`src/rtl/traffic_pkg.sv`:
```
// Shared definitions for the trafficlight subsystem: clock rate, sensor FSM
// states and the 6-bit light encoding used by the controller.
package traffic_pkg;

    localparam int unsigned CLK_HZ = 100_000_000;

    typedef enum logic [1:0] {
        IDLE    = 2'd0,
        PENDING = 2'd1,
        STUCK   = 2'd2
    } sensor_state_t;

    // Light encoding is {main R, main Y, main G, side R, side Y, side G}.
    localparam logic [5:0] LIGHTS_MAIN_GREEN  = 6'b001_100;
    localparam logic [5:0] LIGHTS_MAIN_YELLOW = 6'b010_100;
    localparam logic [5:0] LIGHTS_SIDE_GREEN  = 6'b100_001;
    localparam logic [5:0] LIGHTS_SIDE_YELLOW = 6'b100_010;
    localparam logic [5:0] LIGHTS_ALL_RED     = 6'b100_100;

endpackage

```
`src/rtl/car_sensor_conditioner_debounce_filter.sv`:
```
// Two-flop synchroniser followed by a level debouncer: a new level is accepted
// only after it has held for DEBOUNCE_CYCLES consecutive synchronised samples.
module debounce_filter #(
    parameter int unsigned DEBOUNCE_CYCLES = 1_000_000
) (
    input  logic clk,
    input  logic rst,
    input  logic sensor_raw,
    output logic sensor_db
);

    localparam int unsigned CNT_W = $clog2(DEBOUNCE_CYCLES);
    localparam logic [CNT_W-1:0] CNT_LAST = CNT_W'(DEBOUNCE_CYCLES - 1);

    logic             r_sync1;
    logic             r_sync2;
    logic             r_db;
    logic [CNT_W-1:0] r_cnt;

    always_ff @(posedge clk) begin
        if (rst) begin
            r_sync1 <= 1'b0;
            r_sync2 <= 1'b0;
            r_db    <= 1'b0;
            r_cnt   <= '0;
        end else begin
            r_sync1 <= sensor_raw;
            r_sync2 <= r_sync1;
            // Any sample agreeing with the accepted level restarts the count.
            if (r_sync2 != r_db) begin
                if (r_cnt == CNT_LAST) begin
                    r_db  <= r_sync2;
                    r_cnt <= '0;
                end else begin
                    r_cnt <= r_cnt + 1'b1;
                end
            end else begin
                r_cnt <= '0;
            end
        end
    end

    assign sensor_db = r_db;

endmodule

```
`src/rtl/car_sensor_conditioner.sv`:
```
// Turns the raw vehicle-loop signal into a latched car request for the
// trafficlight controller, with stuck-sensor detection and an arrival count.
module car_sensor_conditioner
    import traffic_pkg::*;
#(
    parameter int unsigned DEBOUNCE_CYCLES = 1_000_000,
    parameter logic [31:0] STUCK_CYCLES    = 32'd3_000_000_000,
    parameter int unsigned COUNT_W         = 8
) (
    input  logic               clk,
    input  logic               rst,
    input  logic               sensor_raw,
    input  logic               served,
    output logic               car,
    output logic               stuck_fault,
    output logic [COUNT_W-1:0] car_count
);

    localparam int unsigned STUCK_W = $clog2({1'b0, STUCK_CYCLES} + 33'd1);
    localparam logic [STUCK_W-1:0] STUCK_MAX = STUCK_CYCLES[STUCK_W-1:0];

    function automatic logic [COUNT_W-1:0] sat_inc(input logic [COUNT_W-1:0] v);
        return (&v) ? v : v + 1'b1;
    endfunction

    logic               w_sensor_db;
    logic               w_arrival;
    logic               w_stuck_hit;
    logic               r_db_d;
    logic [STUCK_W-1:0] r_stuck_cnt;
    logic [COUNT_W-1:0] r_count;
    logic               r_car;
    logic               r_fault;
    sensor_state_t      r_state;
    sensor_state_t      w_state_next;

    debounce_filter #(
        .DEBOUNCE_CYCLES (DEBOUNCE_CYCLES)
    ) u_debounce (
        .clk        (clk),
        .rst        (rst),
        .sensor_raw (sensor_raw),
        .sensor_db  (w_sensor_db)
    );

    // Arrival is the rising edge of the debounced level against its registered copy.
    assign w_arrival   = w_sensor_db & ~r_db_d;
    assign w_stuck_hit = w_sensor_db && (r_stuck_cnt == STUCK_MAX);

    always_comb begin
        w_state_next = r_state;
        case (r_state)
            IDLE: begin
                if (w_stuck_hit)    w_state_next = STUCK;
                else if (w_arrival) w_state_next = PENDING;
            end
            PENDING: begin
                if (w_stuck_hit)                w_state_next = STUCK;
                else if (served && !w_arrival)  w_state_next = IDLE;
            end
            STUCK: begin
                if (!w_sensor_db) w_state_next = IDLE;
            end
            default: w_state_next = IDLE;
        endcase
    end

    always_ff @(posedge clk) begin
        if (rst) begin
            r_db_d      <= 1'b0;
            r_stuck_cnt <= '0;
            r_count     <= '0;
            r_state     <= IDLE;
            r_car       <= 1'b0;
            r_fault     <= 1'b0;
        end else begin
            r_db_d  <= w_sensor_db;
            r_state <= w_state_next;
            r_car   <= (w_state_next == PENDING) || (w_state_next == STUCK);
            r_fault <= (w_state_next == STUCK);
            if (w_arrival) begin
                r_count <= sat_inc(r_count);
            end
            if (!w_sensor_db) begin
                r_stuck_cnt <= '0;
            end else if (r_stuck_cnt != STUCK_MAX) begin
                r_stuck_cnt <= r_stuck_cnt + 1'b1;
            end
        end
    end

    assign car         = r_car;
    assign stuck_fault = r_fault;
    assign car_count   = r_count;

endmodule
```
`config.mk`:
```
export PLATFORM = sky130hd
export DESIGN_NAME = car_sensor_conditioner
export DESIGN_NICKNAME = d
export VERILOG_FILES = /design/src/rtl/traffic_pkg.sv /design/src/rtl/car_sensor_conditioner_debounce_filter.sv /design/src/rtl/car_sensor_conditioner.sv
export SDC_FILE = /design/constraint.sdc
export NUM_CORES = 1
export LEC_CHECK = 0
export CORE_ASPECT_RATIO = 0.7
export CORE_MARGIN = 8
export CORE_UTILIZATION = 40
export DETAILED_ROUTE_END_ITERATION = 6
export PLACE_DENSITY = 0.67
export SYNTH_ARGS = -nofsm -noshare
export SYNTH_HDL_FRONTEND = slang
export SYNTH_SLANG_ARGS = --single-unit
```
`constraint.sdc`:
```
create_clock -name clk -period 3.95 [get_ports clk]
set_clock_uncertainty 0.05 [all_clocks]
set_input_delay 0.395 -clock clk [delete_from_list [all_inputs] [get_ports clk]]
set_output_delay 0.395 -clock clk [all_outputs]
set_load 0.02 [all_outputs]
```
==> impl_metrics.ini <==
[clock_network]
cts_buffers = 9
cts.htree.levels = 3
cts.clk_slew.worst_paths_ns = 0.05
cts_tree = yes
postCtsSetupBuffers = 0
cts_buffer_depth = 2
ctsResizeCount = 0
cts_sinks = 68
cts-root-buf = clkbuf_16
postCtsHoldBufs = 0
clock_latency_ns = 0.33

[placement]
dpl_worst_slack_ns = 1.50
post-dp-hpwl_um = 4820
gp_congestion = 0.820
placed_cells = 479
io_buffers = 13

[finish]
final_cells = 494
final_nets = 398
n_fill_cell = 775
drive_gt1_frac = 0.0509
area_delta_synth_final_pct = 14.9
diodes = 0

[global_route]
antenna_found_initial = 0
grt_use_total = 0.131
grt_pass1_vias = 2489
grt-ovfl-total = 0
grt_max_degree = 31
grt_pass1_wl_um = 12000

[drt]
drcViolationCount = 0
via_per_inst = 5.73
wl_met3_um = 367
wl_per_cell_um = 14.3
routed-via-count = 2831
wl_met2_um = 2960
wl_met1_um = 3690
drt_pass1_iterations = 4
drtIter0Drc = 246
postRouteAntennaNets = 0
top_layer_used = met4
drt-total-wl_um = 7090

[floorplanning]
start_util = 0.413
dieArea_um2 = 11400
die-height_um = 91.6
core_um2 = 7910
rows = 27
ios = 14
chipWidth_um = 124

[power_and_ir_drop]
pwr-share-comb = 0.006
power.share.clock = 0.508
ir_drop_v = 0.000220
p_leak_nw = 1.10
power_density_nw_per_um2 = 378
pwr-share-seq = 0.485
swShare = 0.193
switching_power_mw = 0.273
p_int_mw = 1.15

[worst_setup_path]
critPathKind = register to register
path_buf_inv = 0
crit_fanout = 8
crit_path_cell_trace = or4_1 > or4_4 > o31ai_1 > and2_1 > ha_1 > nor2_1
cp_data_arrival_time_ns = 2.71
required_ns = 4.15
cp_top_family = simple AND/OR/NAND/NOR gates
crit_slowest_cell = or4_4
critPathMaxStageDelay_ns = 0.58
startpoint_type = register
cp-end-kind = register

[timing]
worst_pin_slew_ns = 0.645
slew_headroom = 0.566
finalMaxSlewViolations = 0
fin_ws_ns = 1.44
period_share = 0.636
rsz0062_at_grt = false
fin_setup_tns_ns = 0
setup_viol = 0
timing.fmax_mhz = 398
whs_ns = 0.384
finalHoldViolations = 0
fin_crit_ns = 2.51

[synthesis]
mappedNetlistNets = 385
syn-cell-area_um2 = 3270
synth.distinct_cells = 38
syn_area_per_cell_um2 = 8.69
yosysSeqAreaShare = 0.417
ys_ff_latch = 68
yosysWarningCount = 0
syn_inst = 376

[min_path]
hp-class = register to register

[run]
cap_violations = 0

[status]
run_status = finished clean
## placed cells by master (no fill, tap or decap), types with 3 or more instances in the layout
cell | netlist | layout
a21oi_1 | 27 | 27
and2_1 | 5 | 5
and3_1 | 4 | 4
and4_1 | 7 | 7
clkbuf_16 | 0 | 9
clkdlybuf4s50_1 | 0 | 13
dfxtp_1 | 68 | 68
ha_1 | 5 | 5
inv_1 | 12 | 12
mux2i_1 | 3 | 3
nand2_1 | 19 | 19
nand2b_1 | 7 | 7
nand3_1 | 23 | 23
nand4_1 | 16 | 16
nor2_1 | 36 | 36
nor2b_1 | 5 | 5
nor3_1 | 7 | 7
nor4_1 | 7 | 7
nor4bb_1 | 3 | 3
o21ai_0 | 9 | 9
o31ai_1 | 18 | 18
or3_1 | 7 | 7
or4_1 | 24 | 24
or4b_2 | 3 | 3
or4bb_1 | 3 | 3
xnor2_1 | 18 | 18
xor2_1 | 12 | 12
## flip-flops by register name, indices dropped and copies added, names as in the netlist
| signal | flops |
|---|---|
| u_debounce.r_sync2 | 1 |
| u_debounce.r_sync1 | 1 |
| r_db_d | 1 |
| car_count | 8 |
| r_stuck_cnt | 32 |
| car | 1 |
| stuck_fault | 1 |
| u_debounce.sensor_db | 1 |
| u_debounce.r_cnt | 20 |
| r_state | 2 |
## synthesized netlist by cell type
library cell	n	area [um^2]
xor2_1	12	105
or4_1	24	180
ha_1	5	62.6
a21oi_1	27	135
nor4bb_1	3	30.0
inv_1	12	45.0
nor4_1	7	43.8
nand4_1	16	100
and2_1	5	31.3
xnor2_1	18	158
nand4_2	1	12.5
nor3b_1	1	7.51
or4b_1	2	20.0
dfxtp_1	68	1360
o31ai_1	18	135
or4_4	1	11.3
a211o_1	1	8.76
nor3_1	7	35.0
nand3_1	23	115
o21ai_0	9	45.0
o211ai_1	2	15.0
o21ai_1	2	10.0
clkbuf_1	8	30.0
nand2b_1	7	43.8
buf_1	1	3.75
buf_2	4	20.0
nor2b_1	5	31.3
a2111oi_0	1	8.76
nand2_1	19	71.3
and3_1	4	25.0
mux2i_1	3	30.0
a21o_1	2	15.0
nor2_1	36	135
or3_1	7	43.8
a211oi_1	2	15.0
and4_1	7	61.3
or4bb_1	3	33.8
or4b_2	3	30.0
## power by group through the flow
stage / logic, mW / clock network (mW) / registers [mW]
2_1_floorplan: 0.00460 / 0 / 0.703
3_5_place_dp: 0.00926 / 0 / 0.703
5_1_grt: 0.0102 / 0.775 / 0.688
6_report: 0.00918 / 0.721 / 0.689
3_3_place_gp: 0.00920 / 0 / 0.703
4_1_cts: 0.00932 / 0.743 / 0.688
## stage by stage
| step | utilization | power (mW) | area (um^2) |
|---|---|---|---|
| floorplan | - | 0.707 | 3270 |
| global placement | 0.441 | 0.712 | 3480 |
| detailed placement | 0.441 | 0.712 | 3480 |
| CTS | 0.475 | 1.44 | 3750 |
| global route | 0.475 | 1.47 | 3750 |
| finish | 0.475 | 1.42 | 3750 |
## cell families after synthesis
group	count (synthesis)	synth area share
simple gates	181	0.325
flops	68	0.417
compound gates	64	0.119
xor+xnor	30	0.0805
buf+inv	25	0.0303
fa+ha+maj	5	0.0192
mux	3	0.00920
## metal layers
metal | vias up | track usage
met5 | - | 0
met4 | 0 | 0.0395
met2 | 59 | 0.184
met1 | 1343 | 0.178
met3 | 6 | 0.0544
li1 | 1423 | -
## path summary, 6_finish.rpt
kind,start,to,slack [ns],cells past startpoint
worst max register to register,r_stuck_cnt[7],car,1.44,6
worst min-delay path,u_debounce.r_sync1,u_debounce.r_sync2,0.38,1
worst min register to register,u_debounce.r_sync1,u_debounce.r_sync2,0.38,1
worst max-delay path,r_stuck_cnt[7],car,1.44,6
## area by class of cell
cell class                 instances  area, um^2  share of cell area
multi-input combinational        283        1810               0.481
inverter                          12        45.0              0.0120
tap                              101         126              0.0337
sequential                        68        1360               0.363
clock inverter                     2        10.0             0.00267
timing repair buffer              15         145              0.0387
clock buffer                      13         260              0.0693
## worst register-to-register path, stage by stage (launching register included)
cell and delay (ns):
dfxtp_1 0.38, or4_1 0.56, or4_4 0.58, o31ai_1 0.35, and2_1 0.19, ha_1 0.23
nor2_1 0.10
Note: power is estimated with default switching activity, not from simulation.
